**config.mk**
```make
export PLATFORM = sky130hd
export DESIGN_NAME = wb_stage_flat
export DESIGN_NICKNAME = d
export VERILOG_FILES = /design/src/rtl/wb_stage_if.sv /design/src/rtl/wb_stage.sv /design/src/flat_wrapper.sv
export SDC_FILE = /design/constraint.sdc
export NUM_CORES = 2
export LEC_CHECK = 0
export ABC_AREA = 0
export ABC_CLOCK_PERIOD_IN_PS = 32700
export BUFFER_PORTS_ARGS = -buffer_cell sky130_fd_sc_hd__buf_2
export CAP_MARGIN = 20
export CORE_ASPECT_RATIO = 0.6
export CORE_MARGIN = 2
export CORE_UTILIZATION = 50
export CTS_CLUSTER_DIAMETER = 60
export DETAILED_ROUTE_END_ITERATION = 8
export PLACE_DENSITY = 0.79
export SLEW_MARGIN = 20
export SYNTH_ARGS = -nofsm -noshare
export SYNTH_HDL_FRONTEND = slang
export SYNTH_SLANG_ARGS = --single-unit
```
**constraint.sdc**
```tcl
create_clock -name clk -period 32.7 [get_ports clk]
set_input_delay 4.905 -clock clk [delete_from_list [all_inputs] [get_ports clk]]
set_output_delay 4.905 -clock clk [all_outputs]
set_load 0.005 [all_outputs]
```
**src/rtl/wb_stage_if.sv**
```systemverilog
// wb_stage_if: MA->WB inputs, ID read ports and WB forwarding taps.
// master drives the stage inputs; slave is the wb_stage side.
interface wb_stage_if #(
  parameter int XLEN = 32,
  parameter int AW   = 5
);
  logic            cmd_ld_wb;
  logic [2:0]      ld_code_wb;
  logic [AW-1:0]   rd_adr_wb;
  logic [XLEN-1:0] rd_data_wb;
  logic            wbk_rd_reg_wb;
  logic [XLEN-1:0] ld_data_wb;
  logic            stall;
  logic            rst_pipe;
  logic [AW-1:0]   rs1_adr_id;
  logic [AW-1:0]   rs2_adr_id;
  logic [XLEN-1:0] rs1_data_id;
  logic [XLEN-1:0] rs2_data_id;
  logic            wbk_en_wb;
  logic [AW-1:0]   wbk_adr_wb;
  logic [XLEN-1:0] wbk_data_wb;
  logic            wbk_en_wb2;
  logic [AW-1:0]   wbk_adr_wb2;
  logic [XLEN-1:0] wbk_data_wb2;

  modport master (
    output cmd_ld_wb, ld_code_wb, rd_adr_wb, rd_data_wb,
    output wbk_rd_reg_wb, ld_data_wb, stall, rst_pipe,
    output rs1_adr_id, rs2_adr_id,
    input  rs1_data_id, rs2_data_id,
    input  wbk_en_wb, wbk_adr_wb, wbk_data_wb,
    input  wbk_en_wb2, wbk_adr_wb2, wbk_data_wb2
  );

  modport slave (
    input  cmd_ld_wb, ld_code_wb, rd_adr_wb, rd_data_wb,
    input  wbk_rd_reg_wb, ld_data_wb, stall, rst_pipe,
    input  rs1_adr_id, rs2_adr_id,
    output rs1_data_id, rs2_data_id,
    output wbk_en_wb, wbk_adr_wb, wbk_data_wb,
    output wbk_en_wb2, wbk_adr_wb2, wbk_data_wb2
  );
endinterface

```
**src/rtl/wb_stage.sv**
```systemverilog
// wb_stage: RV32I write-back, load align/extend, regfile, WB/WB2 taps.
// Optional REGFILE_BYPASS_EN: same-cycle write-through on ID reads.
module wb_stage #(
  parameter int NREG = 32,
  parameter int XLEN = 32
) (
  input  logic      clk,
  input  logic      rst,
  wb_stage_if.slave wb
);
  localparam int AW = $clog2(NREG);

  logic [XLEN-1:0] rf [NREG];
  logic [1:0]      ofs;
  logic [7:0]      ld_b;
  logic [15:0]     ld_h;
  logic [XLEN-1:0] ld_ext;
  logic [XLEN-1:0] wbk_data;
  logic            wbk_en;
  logic            en2_q;
  logic [AW-1:0]   adr2_q;
  logic [XLEN-1:0] data2_q;

  // Load byte/half select and sign/zero extension
  always_comb begin
    ofs    = wb.rd_data_wb[1:0];
    ld_b   = wb.ld_data_wb[7:0];
    ld_h   = ofs[1] ? wb.ld_data_wb[31:16]
                    : wb.ld_data_wb[15:0];
    ld_ext = '0;
    unique case (ofs)
      2'd0: ld_b = wb.ld_data_wb[7:0];
      2'd1: ld_b = wb.ld_data_wb[15:8];
      2'd2: ld_b = wb.ld_data_wb[23:16];
      2'd3: ld_b = wb.ld_data_wb[31:24];
      default: ld_b = wb.ld_data_wb[7:0];
    endcase
    unique case (wb.ld_code_wb)
      3'b000: ld_ext = {{(XLEN-8){ld_b[7]}}, ld_b};
      3'b001: ld_ext = {{(XLEN-16){ld_h[15]}}, ld_h};
      3'b010: ld_ext = wb.ld_data_wb;
      3'b100: ld_ext = {{(XLEN-8){1'b0}}, ld_b};
      3'b101: ld_ext = {{(XLEN-16){1'b0}}, ld_h};
      default: ld_ext = '0;
    endcase
  end

  assign wbk_data = wb.cmd_ld_wb ? ld_ext : wb.rd_data_wb;
  assign wbk_en   = wb.wbk_rd_reg_wb & ~wb.stall
                  & (wb.rd_adr_wb != '0);

  assign wb.wbk_en_wb   = wbk_en;
  assign wb.wbk_adr_wb  = wb.rd_adr_wb;
  assign wb.wbk_data_wb = wbk_data;

  // Register file array; x0 is never written so it stays zero
  always_ff @(posedge clk or posedge rst) begin
    if (rst) begin
      for (int i = 0; i < NREG; i++) rf[i] <= '0;
    end else if (wbk_en) begin
      rf[wb.rd_adr_wb] <= wbk_data;
    end
  end

  // ID read ports, optional same-cycle write-through
`ifdef REGFILE_BYPASS_EN
  assign wb.rs1_data_id =
    (wb.rs1_adr_id == '0) ? '0 :
    (wbk_en && wb.rs1_adr_id == wb.rd_adr_wb) ? wbk_data :
    rf[wb.rs1_adr_id];
  assign wb.rs2_data_id =
    (wb.rs2_adr_id == '0) ? '0 :
    (wbk_en && wb.rs2_adr_id == wb.rd_adr_wb) ? wbk_data :
    rf[wb.rs2_adr_id];
`else
  assign wb.rs1_data_id =
    (wb.rs1_adr_id == '0) ? '0 : rf[wb.rs1_adr_id];
  assign wb.rs2_data_id =
    (wb.rs2_adr_id == '0) ? '0 : rf[wb.rs2_adr_id];
`endif

  // WB2 tap: flush clears, stall drops the strobe, else follow WB
  always_ff @(posedge clk or posedge rst) begin
    if (rst) begin
      en2_q   <= 1'b0;
      adr2_q  <= '0;
      data2_q <= '0;
    end else if (wb.rst_pipe) begin
      en2_q   <= 1'b0;
      adr2_q  <= '0;
      data2_q <= '0;
    end else if (wb.stall) begin
      en2_q   <= 1'b0;
    end else begin
      en2_q   <= wbk_en;
      adr2_q  <= wb.rd_adr_wb;
      data2_q <= wbk_data;
    end
  end

  assign wb.wbk_en_wb2   = en2_q;
  assign wb.wbk_adr_wb2  = adr2_q;
  assign wb.wbk_data_wb2 = data2_q;
endmodule
```
**src/flat_wrapper.sv**
```systemverilog
// flat-port wrapper written by rule: the top's interface ports become plain ports
module wb_stage_flat 
#(
  parameter int NREG = 32,
  parameter int XLEN = 32
)
  (clk, rst, wb_cmd_ld_wb, wb_ld_code_wb, wb_rd_adr_wb, wb_rd_data_wb, wb_wbk_rd_reg_wb, wb_ld_data_wb, wb_stall, wb_rst_pipe, wb_rs1_adr_id, wb_rs2_adr_id, wb_rs1_data_id, wb_rs2_data_id, wb_wbk_en_wb, wb_wbk_adr_wb, wb_wbk_data_wb, wb_wbk_en_wb2, wb_wbk_adr_wb2, wb_wbk_data_wb2);
  wb_stage_if #(.XLEN(XLEN)) wb_i ();
  input  logic clk;
  input  logic rst;
  input wire logic [$bits(wb_i.cmd_ld_wb)-1:0] wb_cmd_ld_wb;
  input wire logic [$bits(wb_i.ld_code_wb)-1:0] wb_ld_code_wb;
  input wire logic [$bits(wb_i.rd_adr_wb)-1:0] wb_rd_adr_wb;
  input wire logic [$bits(wb_i.rd_data_wb)-1:0] wb_rd_data_wb;
  input wire logic [$bits(wb_i.wbk_rd_reg_wb)-1:0] wb_wbk_rd_reg_wb;
  input wire logic [$bits(wb_i.ld_data_wb)-1:0] wb_ld_data_wb;
  input wire logic [$bits(wb_i.stall)-1:0] wb_stall;
  input wire logic [$bits(wb_i.rst_pipe)-1:0] wb_rst_pipe;
  input wire logic [$bits(wb_i.rs1_adr_id)-1:0] wb_rs1_adr_id;
  input wire logic [$bits(wb_i.rs2_adr_id)-1:0] wb_rs2_adr_id;
  output wire logic [$bits(wb_i.rs1_data_id)-1:0] wb_rs1_data_id;
  output wire logic [$bits(wb_i.rs2_data_id)-1:0] wb_rs2_data_id;
  output wire logic [$bits(wb_i.wbk_en_wb)-1:0] wb_wbk_en_wb;
  output wire logic [$bits(wb_i.wbk_adr_wb)-1:0] wb_wbk_adr_wb;
  output wire logic [$bits(wb_i.wbk_data_wb)-1:0] wb_wbk_data_wb;
  output wire logic [$bits(wb_i.wbk_en_wb2)-1:0] wb_wbk_en_wb2;
  output wire logic [$bits(wb_i.wbk_adr_wb2)-1:0] wb_wbk_adr_wb2;
  output wire logic [$bits(wb_i.wbk_data_wb2)-1:0] wb_wbk_data_wb2;
  assign wb_i.cmd_ld_wb = wb_cmd_ld_wb;
  assign wb_i.ld_code_wb = wb_ld_code_wb;
  assign wb_i.rd_adr_wb = wb_rd_adr_wb;
  assign wb_i.rd_data_wb = wb_rd_data_wb;
  assign wb_i.wbk_rd_reg_wb = wb_wbk_rd_reg_wb;
  assign wb_i.ld_data_wb = wb_ld_data_wb;
  assign wb_i.stall = wb_stall;
  assign wb_i.rst_pipe = wb_rst_pipe;
  assign wb_i.rs1_adr_id = wb_rs1_adr_id;
  assign wb_i.rs2_adr_id = wb_rs2_adr_id;
  assign wb_rs1_data_id = wb_i.rs1_data_id;
  assign wb_rs2_data_id = wb_i.rs2_data_id;
  assign wb_wbk_en_wb = wb_i.wbk_en_wb;
  assign wb_wbk_adr_wb = wb_i.wbk_adr_wb;
  assign wb_wbk_data_wb = wb_i.wbk_data_wb;
  assign wb_wbk_en_wb2 = wb_i.wbk_en_wb2;
  assign wb_wbk_adr_wb2 = wb_i.wbk_adr_wb2;
  assign wb_wbk_data_wb2 = wb_i.wbk_data_wb2;
  wb_stage #(.NREG(NREG), .XLEN(XLEN)) u_core (.clk(clk), .rst(rst), .wb(wb_i));
endmodule
```
# After elaboration in Yosys (flattened, before gate mapping)

Cells that the tools add are included.

Muxes and demuxes: 21
Reduce and logical (&&, ||, !) cells: 6
Equality and inequality tests: 8
Order comparisons: 4
Bitwise operators: 6

Operators with widths:

| kind                 | number |
|---|---|
| $bwmux W1024         | 1 |
| $bmux W32 S5         | 2 |
| $mux W32             | 10 |
| $demux W32 S5        | 1 |
| $pmux W32 S5         | 1 |
| $pmux W8 S4          | 1 |
| $ge A6 B6 Y1 const B | 3 |
| $not A5 Y6           | 3 |
| $mux W16             | 1 |
| $logic_not A5 Y1     | 2 |
| $mux W5              | 2 |
| $eq A3 B3 Y1 const B | 2 |
| $lt A6 B1 Y1 const B | 1 |
| $reduce_bool A5 Y1   | 1 |
| $eq A2 B2 Y1 const B | 2 |
| $eq A3 B1 Y1 const B | 1 |
| $eq A3 B2 Y1 const B | 1 |
| $logic_not A3 Y1     | 1 |
| $and A1 B1 Y1        | 2 |
| $eq A2 B1 Y1 const B | 1 |
| $logic_not A2 Y1     | 1 |
| $mux W1              | 2 |
| $ne A2 B1 Y1 const B | 1 |
| $logic_and A1 B1 Y1  | 1 |
| $not A1 Y1           | 1 |

Bits of input ports: 88
Word-level logic and storage cells: 80
Output and inout port bits: 140
Bits in registers: 1062

# Depth between registers and ports, before layout

Word-level depth: 6
Depth in mapped cells: 9
Depth with buffers taken out: 6

# Worst setup path before layout

No wires, ideal clock.

Path kind: in2out
Start: in wb_rs2_adr_id[1]
End: out wb_rs2_data_id[10]
Data arrival time: 6.458 ns
Data required time: 27.795 ns
Path slack: 21.337 ns
Stages: 8
Path buffers: 4
Cell sequence: buf_2 -> buf_2 -> buf_2 -> buf_4 -> mux4_2 -> mux2_2 -> o21ai_0 -> a21oi_1

Cells in the longest elaborated chain, start to end: 5
Elaborated cells between the ends (all ways): 6
Classes of those cells: 4 x mux; 1 x bitwise; 1 x reduce/logical

Ends and longest elaborated chain:

| item                                         | RTL line           | text |
|---|---|---|
| start: declaration                           | flat_wrapper.sv:20 | `input wire logic [$bits(wb_i.rs2_adr_id)-1:0] wb_rs2_adr_id;` |
| $not A5 Y6 (implied by the code)             | wb_stage.sv:79     | `(wb.rs2_adr_id == '0) ? '0 : rf[wb.rs2_adr_id];` |
| $bmux W32 S5                                 | wb_stage.sv:79     |  |
| $mux W32 (implied by the code) (2 in series) | wb_stage.sv:79     |  |
| $mux W32 (*)                                 | wb_stage.sv:79     |  |
| end: declaration                             | flat_wrapper.sv:22 | `output wire logic [$bits(wb_i.rs2_data_id)-1:0] wb_rs2_data_id;` |

Mark *: on every way between the ends. The rest lies on a longest branch, timed or not. The select of a mux whose other input is x is not followed.

# Worst setup path in the final report

Start: in wb_rs1_adr_id[1]
End: out wb_rs1_data_id[21]

Cells in the longest elaborated chain, start to end: 5
Elaborated cells between the ends (all ways): 6
Classes of those cells: 4 x mux; 1 x bitwise; 1 x reduce/logical

Ends and longest elaborated chain:

| item                                         | RTL line           | text |
|---|---|---|
| start: declaration                           | flat_wrapper.sv:19 | `input wire logic [$bits(wb_i.rs1_adr_id)-1:0] wb_rs1_adr_id;` |
| $not A5 Y6 (implied by the code)             | wb_stage.sv:77     | `(wb.rs1_adr_id == '0) ? '0 : rf[wb.rs1_adr_id];` |
| $bmux W32 S5                                 | wb_stage.sv:77     |  |
| $mux W32 (implied by the code) (2 in series) | wb_stage.sv:77     |  |
| $mux W32 (*)                                 | wb_stage.sv:77     |  |
| end: declaration                             | flat_wrapper.sv:21 | `output wire logic [$bits(wb_i.rs1_data_id)-1:0] wb_rs1_data_id;` |

Marks and branches as above.

==> key figures <==
Timing
  • Fin crit period: 13710 ps
  • Worst rel slew slack: 0.181
  • Final hold vios: 0
  • Final WS setup: around 19000 ps
  • Clock skew: 0 ps
  • Setup Viol. Count Final: 0
  • Final worst path period share: 0.419
  • Pins Over Slew Limit: 0
  • Worst Tran Pin Value: 1230 ps
  • RSZ-0062 raised after global routing: false
  • Fmax: 72.9 MHz
  • Setup TNS: 0 ps

Power
  • Switching pwr: about 1.1 mW
  • Power density cells: a little under 60 nW/um^2
  • Clk pwr share: 0.332
  • Worst vdd ir: 0.0437 mV
  • Pleak: 26.1 nW
  • Sequential share of power: 0.470
  • Logic pwr share: 0.198
  • Internal power: between 2 and 3 mW
  • Sw frac: 0.296

Clock tree
  • Resized Gates After CTS: 0
  • CTS Buf Count: 94
  • CTS root buf: clkbuf_16
  • Clock Path Buffers: 3
  • Worst skew pair latency: ~710 ps
  • Worst-path clk slew: roughly 70 ps
  • TritonCTS clock tree: yes
  • Hold_buf cts: 0
  • H-tree depth: 3
  • Post-CTS setup buffer count: 0
  • CTS Sinks: around 1.1k

Worst hold path
  • Hold wc startpoint: u_core.rf[1017]$_DFFE_PP0P_
  • Hold Crit Class: reg -> reg

Placed design
  • Hpwl dp: about 110000 um
  • I/O Buffers: approximately 230
  • GP Congestion: around 0.96
  • Dpl ws: about 19000 ps

Critical path
  • Crit Path Category: in -> out
  • Crit path arrival time: roughly 9000 ps
  • Worst setup SP type: input port
  • Crit. End Element: output port
  • Worst R2R Start: u_core.rf[602]$_DFFE_PP0P_
  • CP max FO: between 90 and 100
  • Start point of the critical path: wb_rs1_adr_id[1]
  • Worst Path Required: between 20000 and 30000 ps

Synth
  • Avg Cell Area, Syn: ~11 sq um
  • Cell accounting for the most synthesized area: dfrtp_1
  • Synthesized Nets: 5062
  • Predominant post-synthesis flop cell: dfrtp_1
  • Synth top area cells: dfrtp_1 (48%), mux4_2 (20%), a21oi_1 (5.9%)
  • Synthesis-stage register bit count: 1062
  • Synth Warn #: 0
  • Yosys top cell area share: 0.478
  • Asr flop ratio synth: 1.00
  • Syn Std Cell Area: roughly 56000 sq um
  • Syn Inst Count: between 4k and 5k
  • Yosys cell types: 59
  • Post-synth EDFFs: 0
  • Post-synthesis sequential area ratio: 0.478

Route
  • Drt via density: 6.82
  • Vias after detailed routing: ~44k
  • Routed Antenna Nets: 0
  • 1st-iter DRT viols: around 6.3k
  • TritonRoute pass-1 iters: 8
  • WL final: between 150000 and 200000 um
  • # DRC: 0
  • WL/cell: around 28 um

Final layout
  • Nets: around 5.0k
  • Area grow syn2layout: 8.84%
  • Share of layout cells above drive strength 1: 0.236
  • Fill cell count: approximately 8.9k

Die
  • Starting Density: 0.506
  • Die height: ~260 um
  • Die Wd: around 430 um
  • # rows: between 90 and 100
  • IO Count: 228
  • Die Area: ~110000 sq um
  • CORE AREA: 110000 sq um

Run status
  • Status: completed

Global route
  • Vias in the first global route: ~44k
  • Initial antenna violation count: 6
  • First-pass GRT wire length: 275000 um
  • Total gr overflow: 0
  • GR Util All Layers: 0.324
  • Largest net degree at the start of global routing: approximately 180

Flow run
  • Maxcap violations: 0
==> worst max-delay path: stages <==
cell and delay, ps:
buf_8 560, buf_12 630, buf_4 830, mux4_4 450, mux2_2 160, a21oi_1 70
a2111oi_0 780, buf_2 250
==> metal layers <==
layer / up-vias / routed length, um / part of all wire / GRT usage
li1: 17800 / - / - / -
met1: 22000 / 67900 / 0.37 / 0.444
met2: 3577 / 76800 / 0.42 / 0.457
met3: 555 / 30200 / 0.16 / 0.136
met4: 2 / 8340 / 0.045 / 0.135
met5: - / 16 / 0.000087 / 0
==> power groups by stage <==
stage | logic [mW] | clock network [mW] | registers, mW
6_report | 0.705 | 1.18 | 1.67
5_1_grt | 0.763 | 1.24 | 1.69
4_1_cts | 0.696 | 1.18 | 1.66
3_5_place_dp | 0.691 | 0 | 1.68
3_3_place_gp | 0.664 | 0 | 1.66
2_1_floorplan | 0.527 | 0 | 1.63
==> state kept, by name (all words and copies together), names as in the netlist <==
register	count
u_core.wb.wbk_en_wb2	1
u_core.wb.wbk_data_wb2	32
u_core.rf	1024
u_core.wb.wbk_adr_wb2	5
==> layout by cell type, fill, tap and decap left out, types with 40 or more instances in the layout <==
master and instances:
nand2_1 531, nor2_1 627, mux2_2 65, mux4_2 488, buf_2 221, o21ai_0 477, buf_4 104, nor2b_1 45
a211oi_1 40, mux2i_1 116, dfrtp_1 1062, clkbuf_16 96, a21oi_1 652
==> path summary, 6_finish.rpt <==
path                                                           to  slack, ps  cells past startpoint
setup / recovery                               wb_rs1_data_id[21]      18990                      8
hold / removal                        u_core.rf[1017]$_DFFE_PP0P_        400                      0
setup reg to reg                       u_core.rf[602]$_DFFE_PP0P_      31840                      2
hold reg to reg                       u_core.rf[1017]$_DFFE_PP0P_        400                      0
max in group asynchronous              u_core.rf[691]$_DFFE_PP0P_      22890                      8
min in group asynchronous  u_core.wb.wbk_data_wb2[13]$_DFFE_PP0P_       4290                      2
==> layout make-up <==
cell class | count | area (sq um) | area share
Sequential cell | 1062 | 26600 | 0.440
Multi-Input combinational cell | 3336 | 26500 | 0.439
Clock buffer | 145 | 2820 | 0.0466
Inverter | 36 | 139 | 0.00230
Antenna cell | 3 | 7.51 | 0.000124
Timing Repair Buffer | 340 | 2150 | 0.0355
Tap cell | 1488 | 1860 | 0.0308
Clock inverter | 29 | 360 | 0.00596
==> cells in the mapped netlist (3+ instances only) <==
master     instances
dfrtp_1         1062
a21oi_1          653
nor2_1           642
nand2_1          546
mux4_2           488
o21ai_0          477
clkbuf_1         287
buf_2            169
mux2i_1          116
mux2_2            65
nor2b_1           48
a211oi_1          40
inv_1             34
buf_4             32
a31oi_1           28
a22oi_1           26
o21ai_1           25
a221oi_1          24
a221oi_2          21
mux4_4            18
a211o_1           16
a21boi_1          16
buf_1             15
buf_6             14
clkbuf_2          12
a2111oi_0          9
a21oi_2            8
mux4_1             7
a2bb2oi_2          6
nand2b_1           6
o221ai_1           6
buf_12             5
nand3b_1           5
and2_1             4
nand3_1            4
buf_8              3
nor3b_1            3
nor3b_2            3
or2_2              3
==> stage by stage <==
| stage | instances | total power, mW | hold slack, ps | util | cell area, sq um |
|---|---|---|---|---|---|
| global placement | 6261 | 2.33 | 377 | 0.521 | 57200 |
| finish | 6439 | 3.56 | 403 | 0.550 | 60400 |
| CTS | 6435 | 3.53 | 400 | 0.550 | 60400 |
| global route | 6437 | 3.69 | 413 | 0.550 | 60400 |
| detailed placement | 6261 | 2.37 | 383 | 0.521 | 57200 |
| floorplan | 4974 | 2.16 | 438 | - | 55500 |
==> cells by family (layout without fill, tap and decap cells) <==
kind of cell | Yosys count | in the layout | synth area share
AOI/OAI and AO/OA | 1360 | 1360 | 0.136
and+or+nand+nor | 1281 | 1281 | 0.0919
DFF | 1062 | 1062 | 0.478
muxes | 695 | 695 | 0.244
buffers and inverters | 576 | 550 | 0.0496
other | 0 | 3 | 0
(Power assumes the default switching activity.)
